`config.mk`:
```
export PLATFORM = sky130hd
export DESIGN_NAME = sp_mul_arbiter
export DESIGN_NICKNAME = d
export VERILOG_FILES = /design/src/rtl/sp_mul_arbiter_pkg.sv /design/src/rtl/sp_mul_plat.sv /design/src/rtl/sp_rr_pick.sv /design/src/rtl/sp_mul_arbiter.sv
export SDC_FILE = /design/constraint.sdc
export NUM_CORES = 1
export LEC_CHECK = 0
export ABC_AREA = 1
export ABC_CLOCK_PERIOD_IN_PS = 4800
export CORE_UTILIZATION = 36
export CTS_CLUSTER_SIZE = 28
export DETAILED_ROUTE_END_ITERATION = 8
export DONT_BUFFER_PORTS = 1
export PLACE_DENSITY = 0.58
export SKIP_CTS_REPAIR_TIMING = 1
export SYNTH_ARGS = -nofsm -noshare
export SYNTH_HDL_FRONTEND = slang
export SYNTH_SLANG_ARGS = --single-unit
```
`constraint.sdc`:
```
create_clock -name clk -period 4.8 [get_ports clk]
set_clock_uncertainty 0.15 [all_clocks]
set_input_delay 1.44 -clock clk [delete_from_list [all_inputs] [get_ports clk]]
set_output_delay 1.44 -clock clk [all_outputs]
set_load 0.01 [all_outputs]
```
`src/rtl/sp_mul_arbiter_pkg.sv`:
```
// Shared definitions for the sp_* arbiters.
//   arb_state_e : 2-bit FSM encoding for the grant/start/wait/done sequence
//   rr_scan     : round-robin scan. Returns the first set request at or after
//                 ptr, wrapping modulo num_ports. Returns 0 when nothing is set,
//                 so callers qualify the result with |req.
package sp_mul_arbiter_pkg;

  typedef enum logic [1:0] {
    ST_IDLE  = 2'd0,
    ST_START = 2'd1,
    ST_WAIT  = 2'd2,
    ST_DONE  = 2'd3
  } arb_state_e;

  // Widest requester vector the shared scan supports; narrower callers zero-extend.
  localparam int unsigned RR_MAX_PORTS = 32;
  localparam int unsigned RR_PTR_W     = $clog2(RR_MAX_PORTS);

  function automatic int unsigned rr_scan(
    input logic [RR_MAX_PORTS-1:0] req,
    input int unsigned             num_ports,
    input int unsigned             ptr
  );
    int unsigned         p;
    logic [RR_PTR_W-1:0] p_idx;
    logic                found;
    rr_scan = 0;
    found   = 1'b0;
    p       = 0;
    p_idx   = '0;
    for (int unsigned k = 0; k < RR_MAX_PORTS; k++) begin
      if ((k < num_ports) && !found) begin
        p = ptr + k;
        if (p >= num_ports) p = p - num_ports;
        p_idx = RR_PTR_W'(p);
        if (req[p_idx]) begin
          rr_scan = p;
          found   = 1'b1;
        end
      end
    end
  endfunction

endpackage

```
`src/rtl/sp_mul_plat.sv`:
```
// Multi-cycle shift-and-add multiplier, SHIFT multiplier bits retired per cycle.
//   start_in  : one-cycle pulse, samples a_in/b_in and restarts the operation
//   ready_out : rises when c_out holds the product, stays high until next start
//   c_out     : product a_in*b_in truncated to OUTPUT_WIDTH
// No reset: a fresh start always reinitialises every register that matters, so
// callers only ever trust ready_out after their own start pulse.
module sp_mul_plat #(
  parameter int WIDTH        = 24,
  parameter int OUTPUT_WIDTH = WIDTH * 2,
  parameter int SHIFT        = 1
) (
  input  logic                    clk,
  input  logic                    start_in,
  input  logic [WIDTH-1:0]        a_in,
  input  logic [WIDTH-1:0]        b_in,
  output logic                    ready_out,
  output logic [OUTPUT_WIDTH-1:0] c_out
);

  localparam int STEPS = (WIDTH + SHIFT - 1) / SHIFT;
  localparam int CNT_W = $clog2(STEPS + 1);

  logic [OUTPUT_WIDTH-1:0] a_sh;
  logic [WIDTH-1:0]        b_sh;
  logic [CNT_W-1:0]        cnt;
  logic [OUTPUT_WIDTH-1:0] partial;

  // Partial product of the shifted multiplicand with the next SHIFT multiplier bits.
  always_comb partial = a_sh * OUTPUT_WIDTH'(b_sh[SHIFT-1:0]);

  // cnt is a down-counter of remaining steps; zero means idle.
  always_ff @(posedge clk) begin
    if (start_in) begin
      a_sh      <= OUTPUT_WIDTH'(a_in);
      b_sh      <= b_in;
      c_out     <= '0;
      cnt       <= CNT_W'(STEPS);
      ready_out <= 1'b0;
    end else if (cnt != '0) begin
      c_out <= c_out + partial;
      a_sh  <= a_sh << SHIFT;
      b_sh  <= b_sh >> SHIFT;
      cnt   <= cnt - 1'b1;
      if (cnt == CNT_W'(1)) ready_out <= 1'b1;
    end
  end

endmodule

```
`src/rtl/sp_rr_pick.sv`:
```
// Combinational round-robin picker.
//   req    : request vector
//   rr_ptr : highest-priority port for this scan
//   grant  : one-hot winner, all zero when no request is set
//   idx    : winner index (meaningful only when |req)
module sp_rr_pick
  import sp_mul_arbiter_pkg::*;
#(
  parameter int NUM_PORTS = 4,
  localparam int IDX_W    = $clog2(NUM_PORTS)
) (
  input  logic [NUM_PORTS-1:0] req,
  input  logic [IDX_W-1:0]     rr_ptr,
  output logic [NUM_PORTS-1:0] grant,
  output logic [IDX_W-1:0]     idx
);

  logic [RR_MAX_PORTS-1:0] req_ext;

  always_comb begin
    req_ext = RR_MAX_PORTS'(req);
    idx     = IDX_W'(rr_scan(req_ext, NUM_PORTS, 32'(rr_ptr)));
    grant   = (|req) ? (NUM_PORTS'(1) << idx) : '0;
  end

endmodule

```
`src/rtl/sp_mul_arbiter.sv`:
```
// Shares one sp_mul_plat multiplier among NUM_PORTS requesters, round-robin.
//   clk, rst   : clock, synchronous active-high reset
//   req_in     : per-port request, held until ack
//   a_in, b_in : per-port operands, port i at [i*WIDTH +: WIDTH]
//   ack_out    : one-cycle pulse to the owner when c_out holds its product
//   c_out      : product, qualify with ack_out
//   grant_out  : one-hot current owner, zero when idle
//   busy_out   : high from grant through the ack cycle
//
// state    | meaning
// ---------+-----------------------------------------------------------
// ST_IDLE  | no owner; arbitrate and latch winner's operands
// ST_START | pulse multiplier start (its stale ready is not looked at)
// ST_WAIT  | wait for multiplier ready, then capture product
// ST_DONE  | ack_out pulses; grant/busy drop on the next edge
module sp_mul_arbiter
  import sp_mul_arbiter_pkg::*;
#(
  parameter int NUM_PORTS    = 4,
  parameter int WIDTH        = 24,
  parameter int OUTPUT_WIDTH = WIDTH * 2,
  parameter int SHIFT        = 1
) (
  input  logic                       clk,
  input  logic                       rst,
  input  logic [NUM_PORTS-1:0]       req_in,
  input  logic [NUM_PORTS*WIDTH-1:0] a_in,
  input  logic [NUM_PORTS*WIDTH-1:0] b_in,
  output logic [NUM_PORTS-1:0]       ack_out,
  output logic [OUTPUT_WIDTH-1:0]    c_out,
  output logic [NUM_PORTS-1:0]       grant_out,
  output logic                       busy_out
);

  localparam int IDX_W = $clog2(NUM_PORTS);

  arb_state_e              state_q, state_d;
  logic [IDX_W-1:0]        rr_ptr_q, rr_ptr_d;
  logic [NUM_PORTS-1:0]    pick_grant;
  logic [IDX_W-1:0]        pick_idx;
  logic [WIDTH-1:0]        a_sel, b_sel, a_lat, b_lat;
  logic                    latch_ops;
  logic                    mul_start, mul_ready;
  logic [OUTPUT_WIDTH-1:0] mul_c;
  logic [NUM_PORTS-1:0]    ack_d, grant_d;
  logic                    busy_d;
  logic [OUTPUT_WIDTH-1:0] c_d;

  sp_rr_pick #(.NUM_PORTS(NUM_PORTS)) u_pick (
    .req    (req_in),
    .rr_ptr (rr_ptr_q),
    .grant  (pick_grant),
    .idx    (pick_idx)
  );

  sp_mul_plat #(
    .WIDTH        (WIDTH),
    .OUTPUT_WIDTH (OUTPUT_WIDTH),
    .SHIFT        (SHIFT)
  ) u_mul (
    .clk       (clk),
    .start_in  (mul_start),
    .a_in      (a_lat),
    .b_in      (b_lat),
    .ready_out (mul_ready),
    .c_out     (mul_c)
  );

  always_comb begin
    a_sel = '0;
    b_sel = '0;
    for (int i = 0; i < NUM_PORTS; i++) begin
      if (pick_idx == IDX_W'(i)) begin
        a_sel = a_in[i*WIDTH +: WIDTH];
        b_sel = b_in[i*WIDTH +: WIDTH];
      end
    end
  end

  always_ff @(posedge clk) begin
    if (rst) state_q <= ST_IDLE;
    else     state_q <= state_d;
  end

  always_comb begin
    state_d = state_q;
    case (state_q)
      ST_IDLE:  if (|req_in) state_d = ST_START;
      ST_START: state_d = ST_WAIT;
      ST_WAIT:  if (mul_ready) state_d = ST_DONE;
      ST_DONE:  state_d = ST_IDLE;
      default:  state_d = ST_IDLE;
    endcase
  end

  always_comb begin
    ack_d     = '0;
    grant_d   = grant_out;
    busy_d    = busy_out;
    c_d       = c_out;
    rr_ptr_d  = rr_ptr_q;
    latch_ops = 1'b0;
    mul_start = 1'b0;
    case (state_q)
      ST_IDLE: begin
        if (|req_in) begin
          grant_d   = pick_grant;
          busy_d    = 1'b1;
          latch_ops = 1'b1;
          // Winner drops to lowest priority for the next scan.
          rr_ptr_d  = (pick_idx == IDX_W'(NUM_PORTS - 1)) ? '0 : pick_idx + 1'b1;
        end
      end
      ST_START: mul_start = 1'b1;
      ST_WAIT: begin
        if (mul_ready) begin
          c_d   = mul_c;
          // grant_out is one-hot, so the ack can only reach the owner.
          ack_d = grant_out;
        end
      end
      ST_DONE: begin
        grant_d = '0;
        busy_d  = 1'b0;
      end
      default: ;
    endcase
  end

  always_ff @(posedge clk) begin
    if (rst) begin
      ack_out   <= '0;
      c_out     <= '0;
      grant_out <= '0;
      busy_out  <= 1'b0;
      rr_ptr_q  <= '0;
    end else begin
      ack_out   <= ack_d;
      c_out     <= c_d;
      grant_out <= grant_d;
      busy_out  <= busy_d;
      rr_ptr_q  <= rr_ptr_d;
    end
  end

  // Operand copies need no reset: they are only consumed after a fresh latch.
  always_ff @(posedge clk) begin
    if (latch_ops) begin
      a_lat <= a_sel;
      b_lat <= b_sel;
    end
  end

endmodule

```
==> results of run 1 <==
power by group through the flow:
stage | Sequential, uW | Clock, uW | Combinational, uW
floorplan | 3400 | 0 | 3590
global route | 3580 | 2190 | 5310
CTS | 3500 | 2110 | 4650
detailed placement | 3540 | 0 | 4620
global placement | 3540 | 0 | 4560
finish | 3500 | 2050 | 4660
metal layers:
metal	vias to the layer above	GRT usage, %	wire length, um
met1	5562	26.4	18300
met5	-	0	0
met2	343	36.1	18800
met4	0	6.89	1340
met3	76	2.79	1780
li1	6304	-	-
layout make-up:
class	count	area, um^2
fillers	4022	22500
multi-input cells	1479	7080
flip-flops and latches	235	5670
clock buffers	39	769
inverters	201	754
well taps	511	639
repair buffers	16	120
clock inverters	8	114
cell usage after synthesis (all sizes together), types with 10 or more instances:
library cell,n
a21oi,164
edfxtp,96
nor3,10
nand2,726
nand4,10
buf,26
nor2,253
xnor2,21
inv,201
ha,62
o21bai,11
dfxtp,139
clkbuf,53
o22ai,24
o21ai,113
nand3,53
cells in the final DEF (no fill, tap or decap), types with 2 or more instances in the layout:
cell and count:
a21o_1 4, a21oi_1 163, a22o_1 2, a31oi_1 3, buf_4 16, bufinv_16 2
clkbuf_1 6, clkbuf_16 26, clkbuf_8 7, clkinv_1 3, clkinv_2 4, dfxtp_1 139
edfxtp_1 96, ha_1 58, ha_2 4, inv_1 189, inv_2 10, nand2_1 701
nand2_2 23, nand2_4 2, nand3_1 50, nand3_2 3, nand3b_1 8, nand4_1 10
nor2_1 236, nor2_2 11, nor2_4 6, nor3_1 10, nor4_1 2, o21a_1 2
o21ai_0 94, o21ai_1 19, o21bai_1 10, o22ai_1 24, o31ai_1 2, or2_1 2
xnor2_1 21, xor2_1 2
worst max path at each step:
stage,startpoint,endpoint,cells past startpoint,slack [ns]
finish,rr_ptr_q[0]$_SDFFE_PP0P_,a_lat[4]$_DFFE_PP_,18,1.04
global route,rr_ptr_q[0]$_SDFFE_PP0P_,a_lat[4]$_DFFE_PP_,18,0.65
CTS,rr_ptr_q[0]$_SDFFE_PP0P_,a_lat[3]$_DFFE_PP_,18,1.08
detailed placement,req_in[3],a_lat[3]$_DFFE_PP_,16,0.63
global placement,req_in[3],a_lat[3]$_DFFE_PP_,16,0.63
floorplan,req_in[1],grant_out[0]$_SDFFE_PP0P_,6,0.17
critical path, cell delays in order, from the launching register on:
cell and delay [ns]:
dfxtp_1 0.62, inv_1 0.09, ha_1 0.39, inv_1 0.08, o22ai_1 0.13, inv_1 0.07
o21ai_0 0.11, nand2_1 0.11, o21ai_0 0.15, o21ai_0 0.11, o21ai_1 0.15, inv_1 0.10
ha_2 0.20, nor2_4 0.09, buf_4 0.42, nand2_1 0.09, nand2_1 0.08, nand2_1 0.05
a21oi_1 0.30
sequential cells by signal (all words and copies together) (netlist names):
register and count:
busy_out 1, c_out 48, u_mul.b_sh 24, grant_out 4
u_mul.c_out 48, state_q 2, u_mul.cnt 5, u_mul.a_sh 48
a_lat 24, u_mul.ready_out 1, ack_out 4, b_lat 24
rr_ptr_q 2
kinds of logic after synthesis:
family / count (synthesis) / share of synthesized area [%]
XOR/XNOR: 23 / 1.46
AND/OR/NAND/NOR: 1067 / 31.3
AO/OA/AOI/OAI: 326 / 12.6
buffers and inverters: 280 / 7.89
adder cells (fa/ha/maj): 63 / 5.76
flip-flops: 235 / 41.0
per-stage QoR:
step,cells,setup WS [ns],hold WS (ns),total power [uW],area [um^2]
floorplan,1994,0.170,0.278,6990,13800
global placement,2442,0.635,0.301,8100,14300
detailed placement,2442,0.629,0.314,8160,14300
CTS,2489,1.08,0.322,10300,15100
global route,2489,0.653,0.340,11100,15100
finish,2489,1.04,0.319,10200,15100
==> key figures, run 1 <==
Run status
  – Outcome: completed

Min path
  – Hold Crit Depth: 2
  – Hold wc startpoint: u_mul.c_out[28]$_SDFFE_PP0P_
  – Hold Crit Endpoint: u_mul.c_out[28]$_SDFFE_PP0P_
  – Hold Path Class: reg2reg

Place
  – Port bufs: 0
  – Final HPWL DP: slightly above 30000 um
  – Routability congestion estimate: approximately 0.93

Synthesis
  – Post-Synthesis Cells: approximately 2000
  – Synth Area per Inst: between 6 and 7 um^2
  – Mapped Nets: between 2000 and 2500
  – Register area share after synthesis: a little over 40%
  – Ys async rst share: 0%
  – Post-Syn Area: 13800 um^2
  – Post-synth cell types: between 40 and 50
  – Ys Warns: 0
  – Post-synth top area share: about a fifth
  – Post-synth EDFFs: 96
  – Flops & latches, synth: around 240
  – Top_reg_cell synth: dfxtp_1
  – Top cells by area, synth: edfxtp_1, dfxtp_1, nand2_1
  – Area leader, netlist: edfxtp_1

Clocking
  – H-tree levels: 1
  – Worst-path clk slew: roughly 0.060 ns
  – Worst skew pair latency: roughly 0.57 ns
  – CTS Buffer Depth: 3
  – Root Buffer: clkbuf_16
  – # clock sinks: roughly 240
  – Number of buffers created by CTS: 26
  – CTS tree: built

STA
  – Fmax: between 200 and 300 MHz
  – Worst Tran Pin Value: about 1.1 ns
  – Setup TNS Final: 0 ns
  – Final setup vio count: 0
  – Slew Limit Fails: 0
  – Period utilization: about four fifths
  – Slew headroom: between 20% and 30%
  – RSZ-0062 raised after global routing: no
  – Final hold vios: 0
  – Tmin final: about 3.8 ns

Global routing
  – First-pass GRT wire length: 64300 um
  – Total grt overflow: 0
  – GRT Total Usage: 20.8%
  – Vias in the first global route: between 10000 and 15000
  – Largest net degree at the start of global routing: 52
  – Initial antenna violation count: 0

Worst setup path
  – RR Startpoint: rr_ptr_q[0]$_SDFFE_PP0P_
  – R2R setup slack: slightly above 1 ns
  – Crit-path max FO: between 40 and 50
  – CP endpoint kind: flip-flop
  – Arr. time, crit path: 3.96 ns
  – Setup crit start kind: flip-flop
  – Worst EP required: ~5 ns
  – Worst-case reg-to-reg path depth: 18
  – Crit path kind: reg2reg
  – Reg-to-Reg End: a_lat[4]$_DFFE_PP_

Finish
  – Finished Core Util: around 40%
  – Share of layout cells above drive strength 1: between 6 and 7%
  – # diodes: 0
  – Final #Nets: about 2200
  – P&R area growth vs syn: 9.65%

Pwr
  – Maximum VDD drop: approximately 0.00062 V
  – Register share of total power: around a third
  – LEAKAGE: about 0.007 uW
  – Pwr Density: 674 nW/um^2
  – Switching Share: ~43%
  – Clk pwr share: approximately a fifth
  – NetSw: ~4400 uW
  – Combinational share of power: a little under half
  – Int Power: between 5000 and 6000 uW

Route
  – DR WL/cell: around 16 um
  – DR iter-0 viols: approximately 800
  – DRC Markers: 0
  – Vias: ~12000
  – Vias/cell: ~4.9
  – Remaining antenna violation count: 0
  – DRT Wirelength: 40200 um
  – Router iterations before antenna repair: 5

Die
  – Initial Utilization: a little over a third
  – Die Ht: about 200 um
  – Die area: around 39000 um^2
  – IO Count: about 260
  – Site row count: 71
  – Core area: ~38000 um^2
  – Die W: between 150 and 200 um

Flow run
  – Max Cap Viol: 0
No activity file was read; power rests on OpenSTA's default activity.
==> run 2, diff against run 1 <==
ABC_CLOCK_PERIOD_IN_PS = 3000   (was 4800)
clock period = 3 ns   (was 4.8 ns; I/O delays follow)
==> key figures, run 2 (same netlist as run 1, synthesis figures left out) <==
Worst setup path
  – Most Frequent Cell on Critical Path: nand2_1
  – Crit path kind: reg2reg
  – Arr. time, crit path: between 3 and 4 ns
  – CP endpoint kind: flip-flop
  – Worst-path cell chain: inv_1 > ha_4 > inv_1 > o22ai_1 > inv_1 > o21ai_2 > nand2_1 > nor2_2 > nand2_1 > nand2_1 > nand2_2 > inv_1 > ha_1 > inv_2 > nor2_4 > buf_12 > buf_12 > nand2_1 > nand2_1 > nand2_1 > a21oi_2
  – Slowest stage delay, CP: approximately 0.33 ns
  – Setup crit start kind: flip-flop
  – Highest-delay cell along the critical path: dfxtp_2
  – Worst-case reg-to-reg path depth: 21
  – Crit-path max FO: 17
  – Worst EP required: ~3.2 ns

Global routing
  – Vias in the first global route: 12195
  – Total grt overflow: 0
  – GRT Total Usage: between 20% and 30%
  – Initial antenna violation count: 3
  – Largest net degree at the start of global routing: 50
  – First-pass GRT wire length: approximately 64000 um

Die
  – Die W: 198 um
  – Die area: 39200 um^2
  – Site row count: approximately 70
  – IO Count: between 200 and 300
  – Core area: between 30000 and 40000 um^2
  – Die Ht: 198 um
  – Initial Utilization: between 30% and 40%

Place
  – Routability congestion estimate: 0.951
  – Final HPWL DP: about 32000 um
  – DP Cell Count: 2473
  – Port bufs: 0

Route
  – Remaining antenna violation count: 0
  – Vias/cell: around 4.9
  – DR WL/cell: between 15 and 20 um
  – Router iterations before antenna repair: 6
  – DRC Markers: 0
  – Vias: 12344
  – DR iter-0 viols: roughly 620
  – DRT Wirelength: between 40000 and 50000 um

Clocking
  – Worst skew pair latency: between 0.5 and 0.6 ns
  – CTS tree: built
  – Root Buffer: clkbuf_16
  – Number of buffers created by CTS: 27
  – Worst-path clk slew: approximately 0.06 ns
  – H-tree levels: 1
  – # clock sinks: around 240
  – CTS Buffer Depth: 3

Pwr
  – Int Power: a little over 10000 uW
  – Combinational share of power: between 40% and 50%
  – Switching Share: 41.6%
  – Pwr Density: about 1100 nW/um^2
  – LEAKAGE: 0.00729 uW
  – Register share of total power: 32.0%
  – Maximum VDD drop: 0.00114 V
  – NetSw: between 7000 and 8000 uW
  – Clk pwr share: 18.7%

Finish
  – Share of layout cells above drive strength 1: under 10%
  – Biggest registers after layout: c_out: 48 flops, u_mul.a_sh: 48 flops, u_mul.c_out: 48 flops
  – P&R area growth vs syn: 12.9%
  – Finished Core Util: 41.4%
  – Layout Cells excl Fill: 2527
  – Most frequent cells in the layout: nand2_1, nor2_1, inv_1
  – Commonest non-fill, non-tap cell in the layout: nand2_1
  – # fillers: roughly 4000
  – Final #Nets: roughly 2300

STA
  – Worst Tran Pin Value: 0.612 ns
  – Final hold vios: 0
  – Period utilization: a little over nine tenths
  – Final setup vio count: 0
  – Setup TNS Final: 0 ns
  – Slew headroom: between 50 and 60%
  – Fmax: roughly 350 MHz
  – Tmin final: 2.82 ns
  – Slew Limit Fails: 0

Min path
  – Hold Path Class: in2reg
  – Hold Crit Depth: 1

Run status
  – Outcome: completed

Flow run
  – Max Cap Viol: 0
[run 2: worst paths after layout]
kind                               start                           to  slack [ns]
max             rr_ptr_q[1]$_SDFFE_PP0P_           a_lat[3]$_DFFE_PP_        0.18
min                                  rst    grant_out[0]$_SDFFE_PP0P_        0.26
max reg2reg     rr_ptr_q[1]$_SDFFE_PP0P_           a_lat[3]$_DFFE_PP_        0.18
min reg2reg  u_mul.a_sh[47]$_SDFFE_PP0P_  u_mul.a_sh[47]$_SDFFE_PP0P_        0.32
[run 2: stage by stage]
step,worst slack [ns],hold slack [ns],cell area [um^2],total power (uW)
after floorplan,-0.0297,0.278,13900,11400
after global placement,-0.181,0.293,14600,13600
after detailed placement,-0.226,0.308,14600,13700
after CTS,-0.0360,0.225,15500,17100
after global routing,-0.0362,0.232,15600,18800
final,0.181,0.261,15600,17300
[run 2: power by group through the flow]
stage	clock [uW]	combinational, uW	sequential, uW
floorplan	0	5940	5420
global placement	0	7970	5610
global route	3480	9620	5680
finish	3240	8530	5550
detailed placement	0	8110	5620
CTS	3360	8160	5560
[run 2: metal layers]
metal | track usage, % | part of all wire (%) | wire length (um) | up-vias
met2 | 36.7 | 48 | 19700 | 300
li1 | - | - | - | 6387
met3 | 3.22 | 4.4 | 1790 | 60
met4 | 6.26 | 2.6 | 1070 | 0
met1 | 25.6 | 44 | 18000 | 5597
met5 | 0 | 0 | 0 | -
[run 2: critical path, delay by kind of cell, from the launching register on]
kind	cells	cell delay, ns
AO/OA/AOI/OAI	3	0.39
AND/OR/NAND/NOR	9	0.70
adder cells (fa/ha/maj)	2	0.47
buffers and inverters	7	0.61
flip-flops	1	0.33
[run 2: final cells by class]
| cell class | count | area (um^2) | area share, % |
|---|---|---|---|
| clock inverter | 6 | 45.0 | 0.289 |
| inverter | 201 | 754 | 4.84 |
| tap | 511 | 639 | 4.10 |
| sequential | 235 | 5670 | 36.3 |
| multi-input combinational | 1479 | 7150 | 45.8 |
| antenna | 4 | 10.0 | 0.0642 |
| clock buffer | 41 | 833 | 5.34 |
| timing repair buffer | 50 | 500 | 3.21 |
==> run 3, diff against run 2 <==
CAP_MARGIN = 20   (was not set)
CORE_ASPECT_RATIO = 0.75   (was not set)
==> key figures, run 3 (same netlist as run 1, synthesis figures left out) <==
Die
  – Die area: approximately 39000 um^2
  – IO Count: roughly 260
  – Core area: around 37000 um^2
  – Initial Utilization: 36.9%
  – Die Ht: approximately 170 um
  – Site row count: a little over 60
  – Die W: 228 um

Worst setup path
  – R2R setup slack: between 0.15 and 0.2 ns
  – Setup crit start kind: flip-flop
  – RR Startpoint: u_mul.b_sh[0]$_DFFE_PP_
  – Reg-to-Reg End: u_mul.c_out[44]$_SDFFE_PP0P_
  – CP endpoint kind: flip-flop
  – Worst-case reg-to-reg path depth: 14
  – Slowest stage delay, CP: between 0.4 and 0.5 ns
  – Arr. time, crit path: around 3.1 ns
  – Highest-delay cell along the critical path: o21ai_0
  – Worst EP required: roughly 3.3 ns
  – CP delay by family, top: simple AND/OR/NAND/NOR gates
  – Worst-path cell chain: buf_12 > buf_12 > nand2_1 > inv_1 > ha_1 > nand2_1 > o21ai_0 > a21oi_1 > nand2_1 > nand2_1 > nand3_1 > nand2_1 > nand3_1 > nand2_1
  – WP buf/inv: 3
  – Most Frequent Cell on Critical Path: nand2_1
  – Crit-path max FO: 23
  – Crit path kind: reg2reg

Flow run
  – Max Cap Viol: 0

STA
  – Fmax: roughly 350 MHz
  – Final hold vios: 0
  – Worst setup margin: around 0.15 ns
  – Slew headroom: 59.7%
  – Slew Limit Fails: 0
  – Tmin final: 2.85 ns
  – Final setup vio count: 0
  – Final hold slack: about 0.27 ns
  – Period utilization: between 90 and 100%
  – Worst Tran Pin Value: between 0.5 and 0.6 ns

Finish
  – Biggest registers after layout: c_out: 48 flops, u_mul.a_sh: 48 flops, u_mul.c_out: 48 flops
  – Most frequent cells in the layout: nand2_1, nor2_1, inv_1
  – # fillers: 3916
  – Commonest non-fill, non-tap cell in the layout: nand2_1
  – Share of layout cells above drive strength 1: a little under a tenth
  – # diodes: 0
  – Final #Nets: between 2000 and 2500
  – P&R area growth vs syn: 13.3%

Pwr
  – Pwr Density: 1130 nW/um^2
  – LEAKAGE: 0.00728 uW
  – Maximum VDD drop: just over 0.0009 V

Route
  – Router iterations before antenna repair: 7
  – Remaining antenna violation count: 0
  – Vias/cell: a little under 5
  – DRT Wirelength: about 41000 um
  – DR WL/cell: about 16 um
  – DRC Markers: 0
  – Vias: between 10000 and 15000
  – DR iter-0 viols: approximately 900

Min path
  – Hold Crit Endpoint: grant_out[0]$_SDFFE_PP0P_
  – Hold wc startpoint: rst
  – Hold Path Class: in2reg
  – Hold Crit Depth: 1

Global routing
  – Initial antenna violation count: 0
  – Total grt overflow: 0
  – GRT Total Usage: roughly 20%
  – First-pass GRT wire length: ~64000 um
  – Vias in the first global route: approximately 12000
  – Largest net degree at the start of global routing: 73

Clocking
  – Worst skew pair latency: roughly 0.54 ns
  – # clock sinks: 235
  – Worst-path clk slew: ~0.06 ns
  – CTS Buffer Depth: 3
  – Number of buffers created by CTS: 26
  – CTS tree: built
  – H-tree levels: 1
  – Root Buffer: clkbuf_16

Place
  – Post-Place Worst Slack: -0.301 ns
  – Port bufs: 0
  – Final HPWL DP: a little over 30000 um
  – Routability congestion estimate: 0.935

Run status
  – Outcome: completed
[run 3: cell type report]
cell class / count / area [um^2] / share of cell area [%]
Timing Repair Buffer: 48 / 544 / 3.48
Tap cell: 504 / 631 / 4.03
Inverter: 201 / 758 / 4.85
Clock buffer: 36 / 779 / 4.98
Multi-Input combinational cell: 1479 / 7210 / 46.1
Sequential cell: 235 / 5670 / 36.2
Clock inverter: 12 / 61.3 / 0.392
[run 3: how the worst max path moves through the flow]
stage	from	end	slack [ns]	cells past startpoint
finish	u_mul.b_sh[0]$_DFFE_PP_	u_mul.c_out[44]$_SDFFE_PP0P_	0.15	14
global route	rr_ptr_q[0]$_SDFFE_PP0P_	b_lat[16]$_DFFE_PP_	-0.008	21
CTS	rr_ptr_q[1]$_SDFFE_PP0P_	a_lat[14]$_DFFE_PP_	-0.10	16
detailed placement	req_in[2]	a_lat[14]$_DFFE_PP_	-0.30	15
global placement	req_in[2]	a_lat[14]$_DFFE_PP_	-0.22	15
floorplan	req_in[0]	a_lat[0]$_DFFE_PP_	-0.03	17
[run 3: routing by layer]
metal  up-vias  track usage (%)  wire [um]
met5         -                0          0
met4         0             4.49        774
met3        48             3.80       2510
met2       347             31.1      16700
met1      5696             30.0      20900
li1       6370                -          -
[run 3: stage by stage]
step                instances  setup TNS [ns]  power (uW)  util (%)  cell area [um^2]
floorplan                1994          -0.800       11400         -             13900
global placement         2460           -5.09       13700      39.0             14600
detailed placement       2460           -8.50       13800      39.0             14600
CTS                      2508          -0.449       17000      41.2             15400
global route             2515         -0.0164       19200      41.8             15600
finish                   2515               0       17700      41.8             15600
[run 3: power breakdown]
| part | internal [uW] | leakage (uW) | total [uW] | switching, uW |
|---|---|---|---|---|
| Clock | 1800 | 0.000406 | 3100 | 1300 |
| Combinational | 3400 | 0.00472 | 9060 | 5660 |
| Sequential | 4980 | 0.00216 | 5540 | 565 |
| Total | 10200 | 0.00728 | 17700 | 7520 |
